[config.mk]
export PLATFORM = sky130hd
export DESIGN_NAME = fft_frame_gen
export DESIGN_NICKNAME = d
export VERILOG_FILES = /design/src/rtl/fft_pkg.sv /design/src/rtl/lfsr_16.sv /design/src/rtl/fft_frame_gen.sv
export SDC_FILE = /design/constraint.sdc
export NUM_CORES = 1
export LEC_CHECK = 0
export CAP_MARGIN = 30
export CORE_ASPECT_RATIO = 1.1
export CORE_MARGIN = 8
export CORE_UTILIZATION = 45
export DETAILED_ROUTE_END_ITERATION = 10
export PLACE_DENSITY_LB_ADDON = 0.05
export SETUP_SLACK_MARGIN = 0.02
export SLEW_MARGIN = 20
export SYNTH_ARGS = -nofsm -noshare
export SYNTH_HDL_FRONTEND = slang
export SYNTH_HIERARCHICAL = 1
export SYNTH_SLANG_ARGS = --single-unit
[constraint.sdc]
create_clock -name clk -period 4.25 [get_ports clk]
set_input_delay 0.85 -clock clk [delete_from_list [all_inputs] [get_ports clk]]
set_output_delay 0.85 -clock clk [all_outputs]
set_load 0.01 [all_outputs]
[src/rtl/fft_pkg.sv]
// Shared encodings for the fft_N family: waveform modes, frame-generator FSM states, helpers.
package fft_pkg;

  localparam logic [1:0] MODE_RAMP    = 2'd0;
  localparam logic [1:0] MODE_IMPULSE = 2'd1;
  localparam logic [1:0] MODE_CONST   = 2'd2;
  localparam logic [1:0] MODE_LFSR    = 2'd3;

  typedef enum logic [1:0] {
    StIdle = 2'd0,
    StRun  = 2'd1,
    StGap  = 2'd2,
    StDone = 2'd3
  } fsm_state_e;

  function automatic logic [15:0] bit_rev16(input logic [15:0] v);
    logic [15:0] r;
    for (int i = 0; i < 16; i++) begin
      r[i] = v[15-i];
    end
    return r;
  endfunction

endpackage

[src/rtl/lfsr_16.sv]
// 16-bit Fibonacci LFSR, x^16+x^14+x^13+x^11+1, shifting right with feedback into bit 15.
module lfsr_16 #(
  parameter logic [15:0] SEED = 16'hACE1
) (
  input  logic        clk,
  input  logic        rst,
  input  logic        load,
  input  logic [15:0] seed,
  input  logic        step,
  output logic [15:0] q
);

  logic fb;

  assign fb = q[0] ^ q[2] ^ q[3] ^ q[5];

  always_ff @(posedge clk or posedge rst) begin
    if (rst) begin
      q <= SEED;
    end else if (load) begin
      q <= seed;
    end else if (step) begin
      q <= {fb, q[15:1]};
    end
  end

endmodule

[src/rtl/fft_frame_gen.sv]
// Framed complex stimulus source: N=2^LAYER samples per frame with start/over markers,
// selectable waveform, inter-frame gap, optional frame limit with done.
module fft_frame_gen
  import fft_pkg::*;
#(
  parameter int unsigned LAYER      = 4,
  parameter int unsigned DATA_W     = 32,
  parameter int unsigned GAP        = 2,
  parameter int unsigned NUM_FRAMES = 0,
  parameter int unsigned AMP        = 256,
  parameter logic [15:0] SEED       = 16'hACE1
) (
  input  logic              clk,
  input  logic              rst,
  input  logic              en,
  input  logic [1:0]        mode,
  output logic [DATA_W-1:0] data_real,
  output logic [DATA_W-1:0] data_img,
  output logic              valid,
  output logic              start,
  output logic              over,
  output logic              busy,
  output logic              done,
  output logic [15:0]       frame_cnt
);

  localparam int unsigned GW = (GAP > 0) ? $clog2(GAP + 1) : 1;

  fsm_state_e         state;
  logic [LAYER-1:0]   idx;
  logic [GW-1:0]      gap_cnt;
  logic [1:0]         frame_mode;
  logic [1:0]         cur_mode;
  logic [DATA_W-1:0]  smp_real;
  logic [DATA_W-1:0]  smp_img;
  logic [15:0]        lfsr_q;
  logic [15:0]        lfsr_rev;
  logic               last;
  logic               frame_hit;
  logic               lfsr_load;
  logic               lfsr_step;

  assign last      = &idx;
  assign frame_hit = (NUM_FRAMES != 0) && ((32'(frame_cnt) + 32'd1) == NUM_FRAMES);
  assign lfsr_load = (state == StIdle) && en;
  assign lfsr_step = (state == StRun);
  assign lfsr_rev  = bit_rev16(lfsr_q);

  lfsr_16 #(
    .SEED (SEED)
  ) u_lfsr (
    .clk  (clk),
    .rst  (rst),
    .load (lfsr_load),
    .seed (SEED),
    .step (lfsr_step),
    .q    (lfsr_q)
  );

  // The mode input is only honoured on idx 0; the rest of the frame uses the latched copy.
  always_comb begin
    cur_mode = (idx == '0) ? mode : frame_mode;
    smp_real = '0;
    smp_img  = '0;
    case (cur_mode)
      MODE_RAMP:    smp_real = DATA_W'(idx);
      MODE_IMPULSE: if (idx == '0) smp_real = DATA_W'(AMP);
      MODE_CONST:   smp_real = DATA_W'(AMP);
      MODE_LFSR: begin
        smp_real = DATA_W'($signed(lfsr_q));
        smp_img  = DATA_W'($signed(lfsr_rev));
      end
      default: ;
    endcase
  end

  always_ff @(posedge clk or posedge rst) begin
    if (rst) begin
      state      <= StIdle;
      idx        <= '0;
      gap_cnt    <= '0;
      frame_mode <= MODE_RAMP;
      data_real  <= '0;
      data_img   <= '0;
      valid      <= 1'b0;
      start      <= 1'b0;
      over       <= 1'b0;
      busy       <= 1'b0;
      done       <= 1'b0;
      frame_cnt  <= '0;
    end else begin
      valid     <= 1'b0;
      start     <= 1'b0;
      over      <= 1'b0;
      data_real <= '0;
      data_img  <= '0;
      // A frame is counted the cycle after its over; a fresh run's clear below overrides this.
      if (over && (frame_cnt != 16'hFFFF)) begin
        frame_cnt <= frame_cnt + 16'd1;
      end
      case (state)
        StIdle: begin
          if (en) begin
            state     <= StRun;
            busy      <= 1'b1;
            idx       <= '0;
            frame_cnt <= '0;
          end
        end
        StRun: begin
          valid      <= 1'b1;
          start      <= (idx == '0);
          over       <= last;
          data_real  <= smp_real;
          data_img   <= smp_img;
          frame_mode <= cur_mode;
          idx        <= idx + 1'b1;
          if (last) begin
            if (frame_hit) begin
              state <= StDone;
              done  <= 1'b1;
            end else if (!en) begin
              state <= StIdle;
              busy  <= 1'b0;
            end else if (GAP == 0) begin
              state <= StRun;
            end else begin
              state   <= StGap;
              gap_cnt <= GW'(GAP - 1);
            end
          end
        end
        StGap: begin
          if (gap_cnt == '0) begin
            state <= StRun;
          end else begin
            gap_cnt <= gap_cnt - 1'b1;
          end
        end
        StDone: begin
          if (!en) begin
            state <= StIdle;
            busy  <= 1'b0;
            done  <= 1'b0;
          end
        end
        default: state <= StIdle;
      endcase
    end
  end

endmodule

==> results.txt <==
- Number of synthesis warnings: 6
- At the end of the flow, the number of nets in the layout was around 400.
* Combinational share of power: 0.377
- Cell Int Power: 1.749 mW
- The number of clock buffers added by TritonCTS is 9.
- Entering global routing, the biggest net connects 42 pins.
* Half-perimeter wire length after detailed placement: 5078 µm
- CTS saw 67 sinks.
- By area the synthesized netlist is led by sky130_fd_sc_hd__dfrtp_1 (44%), sky130_fd_sc_hd__buf_4 (9.8%), sky130_fd_sc_hd__dfstp_2 (6.3%), sky130_fd_sc_hd__mux2i_1 (4.5%), sky130_fd_sc_hd__nand2_1 (3.2%).
* Commonest non-fill, non-tap cell in the layout: sky130_fd_sc_hd__clkdlybuf4s50_1
- Final Cell Area: 0.004300 mm²
- The tool flagged a number of max-cap violations equal to 0.
* Post-synth design cell area: 0.003356 mm²
- For this run, asynchronously set or reset flops after synthesis account for 1.000.
* Most used flip-flop cell after synthesis: sky130_fd_sc_hd__dfrtp_1
- The initial antenna violation count came to 0.
* CP endpoint kind: output pin
- Setup repair after global routing left no endpoint under its margin.
- The worst path needs 2.418 ns of the cycle, external delays included.
- On the critical path the largest part of the delay comes from buffers and inverters.
- For the worst-skew pair, the clock arrives at the later sink with an insertion delay of 0.34 ns.
* Register share of total power: 0.378
* Via count normalized by instance count: between 5 and 6
- The pre-antenna-repair detailed-routing pass consisted of 4 iterations.
* Via count: 2510
- Mean cell area of the mapped netlist: 10.23 µm²
- Yosys mapped the design onto 51 distinct sky130hd cell types.
- In the routed design, unresolved DRC markers number 0.
- Sw power: 900.2 µW
- Switching share of total power: 0.3399
- PostCTS Resize Cnt: 0
* Area share of the largest cell type after synthesis: 0.4400
- Summed over all layers, the routed wires come to 7135 µm.
* Core box area: 0.007350 mm²
- Buffers inserted to repair hold after CTS numbered 0.
* Final Hold Violating Endpoints: 0
- In the global route stage, overall resource usage came out at 0.1367.
* Cell type with the highest aggregate area in the netlist: sky130_fd_sc_hd__dfrtp_1
* Critical path launch point type: register
* Buffer count from post-CTS setup fixing: 0
* Post-route ant nets: 0
- IR drop worst, VDD: 0.4273 mV
* Share of the yosys chip area belonging to registers: 0.5026
- The number of antenna diodes in the final layout is 0.
- Of the cells placed in the final design, the portion with a size suffix greater than 1 is 0.1033.
- Bufs and invs on worst path: 1
- Clock transition at the registers of the reported paths: around 0.080 ns
- The library cells used most frequently in the layout, excluding fill and tap cells, are sky130_fd_sc_hd__clkdlybuf4s50_1 (88), sky130_fd_sc_hd__dfrtp_1 (59), sky130_fd_sc_hd__nand2_1 (29).
* CP required: 3.40 ns
- Maximum achievable frequency: between 400 and 500 MHz
- The H-tree generated during clock tree synthesis spans 3 levels.
- Count of routing violations after the opening detailed-route iteration: 135
* Total power per unit cell area: 616.0 mW/mm²
* DIE WIDTH: between 90 and 100 µm
* Via count of the first global-routing pass: 2372
- Max stage delay on crit path: about 0.63 ns
- Walking the worst path, the cells encountered are clkdlybuf4s50_1.
- Area enclosed by the die boundary: 0.01048 mm²
- Post-detailed-placement cell area: 0.004053 mm²
- At the end of routability-driven placement, the weighted congestion stood at between 0.7 and 0.8.
- Dividing the detail-routed wire length by the instance count gives 14.74 µm.
* Worst Path Max Fanout: 18
- Slew HR: 0.5067
- The initial utilization of the core area, before any placement, comes to 0.4566.
* Layout overhead on the synthesized area: 28.15%
- Summed over all failing endpoints, the final setup total negative slack is 0 ns.
- Root Buffer Master: sky130_fd_sc_hd__clkbuf_8
- Maximum buffer depth of the clock tree: 2
- Max-slew violation count: 0
- Total power for the finished layout comes to 2.649 mW.
- Synthesis inferred 67 register bits.
- Counting flops with a built-in enable in the synthesized netlist gives 0.
* IO Port Bufs: 88
* Number of instances in the synthesized netlist: approximately 330
- Outcome: finished clean
* Start-to-end type of the worst setup path: register to output pin
* Leakage power figure: 1.807 nW
- Top Ports: 90
* TritonCTS clock tree: yes
- Placement Rows: 33
- Final critical-path share of the clock period: 0.5690
* Class of the worst hold path: register to register
- Setup violations remaining at the end of the flow were counted as 0.
- Slew @ Worst Pin: 0.7338 ns
- Clock network fraction of total power: 0.245
* Slowest cell on the critical path: sky130_fd_sc_hd__clkdlybuf4s50_1
* Clock skew after layout: approximately 0.011 ns
- Count of placed standard cells in the final layout, fillers left out: 484
* Critical path data arrival time: around 1.6 ns
* Height of the die: 106.6 µm
* Cell count after placement: 468
* Wire length of the first global-routing pass: 11620 µm
* Remaining global-route overflow: 0
==> worst paths after layout <==
check | slack (ns) | from | cells after the start | endpoint
worst max-delay path | 1.83 | data_img[0] | 1 | data_real[28]
worst min-delay path | 0.50 | gap_cnt[1] | 1 | gap_cnt[1]
worst max register to register | 2.19 | frame_cnt[1] | 5 | frame_cnt[15]
worst min register to register | 0.50 | gap_cnt[1] | 1 | gap_cnt[1]
max in group asynchronous | 2.88 | rst | 3 | frame_cnt[11]
min in group asynchronous | 0.84 | rst | 2 | data_real[5]
==> cell usage after synthesis, drive strengths merged, types with 4 or more instances <==
cell type,count
dfrtp,59
buf,48
nand2,29
o21ai,28
a21oi,17
and2,17
mux2i,15
nand3,13
inv,10
nor2,9
dfstp,8
nand4,6
or3,6
clkbuf,5
nor3,5
nor4,5
a22o,4
ha,4
or4,4
==> metal layers <==
| layer | GRT usage | wire (µm) |
|---|---|---|
| met1 | 0.1660 | 3296 |
| met2 | 0.2135 | 3124 |
| met3 | 0.05509 | 633 |
| met4 | 0.05269 | 80 |
| met5 | 0 | 0 |
==> final cells by class <==
| cell class | count | area, µm² |
|---|---|---|
| tap | 87 | 108.9 |
| sequential | 67 | 1687 |
| clock buffer | 9 | 123.9 |
| multi-input combinational | 212 | 1300 |
| fill | 665 | 3049 |
| timing repair buffer | 91 | 915.9 |
| clock inverter | 7 | 123.9 |
| inverter | 11 | 41.29 |
==> sequential cells by signal, indices dropped and copies added (netlist names), 2 cells and up <==
name,count
frame_mode,2
u_lfsr/q,16
idx,4
state,2
data_real,15
data_img,6
frame_cnt,16
gap_cnt,2
==> cell families (layout without fill, tap and decap cells) <==
| kind of cell | count (synthesis) | in the layout | share of synthesized area |
|---|---|---|---|
| xor+xnor | 4 | 4 | 0.01044 |
| simple gates | 105 | 105 | 0.1734 |
| other cells | 2 | 17 | 0.002238 |
| mux | 17 | 17 | 0.05145 |
| buf+inv | 64 | 118 | 0.1286 |
| compound gates | 65 | 65 | 0.1163 |
| flops | 67 | 67 | 0.5026 |
| fa+ha+maj | 4 | 4 | 0.01491 |
==> power groups by stage <==
stage	sequential, mW	clock (mW)	combinational (mW)
after floorplan	1.00	0	0.733
after global placement	1.01	0	0.985
after detailed placement	1.02	0	1.01
after CTS	1.01	0.663	1.01
after global routing	1.04	0.683	1.10
final	1.00	0.649	0.997
==> stage by stage <==
step / hold slack, ns / setup WS, ns / utilization
2_1_floorplan: 0.4561 / 2.170 / -
3_3_place_gp: 0.4767 / 1.584 / 0.5478
3_5_place_dp: 0.4848 / 1.501 / 0.5514
4_1_cts: 0.5028 / 1.777 / 0.5851
5_1_grt: 0.5395 / 1.680 / 0.5851
6_report: 0.4982 / 1.832 / 0.5851
No activity file was read; power rests on OpenSTA's default activity.
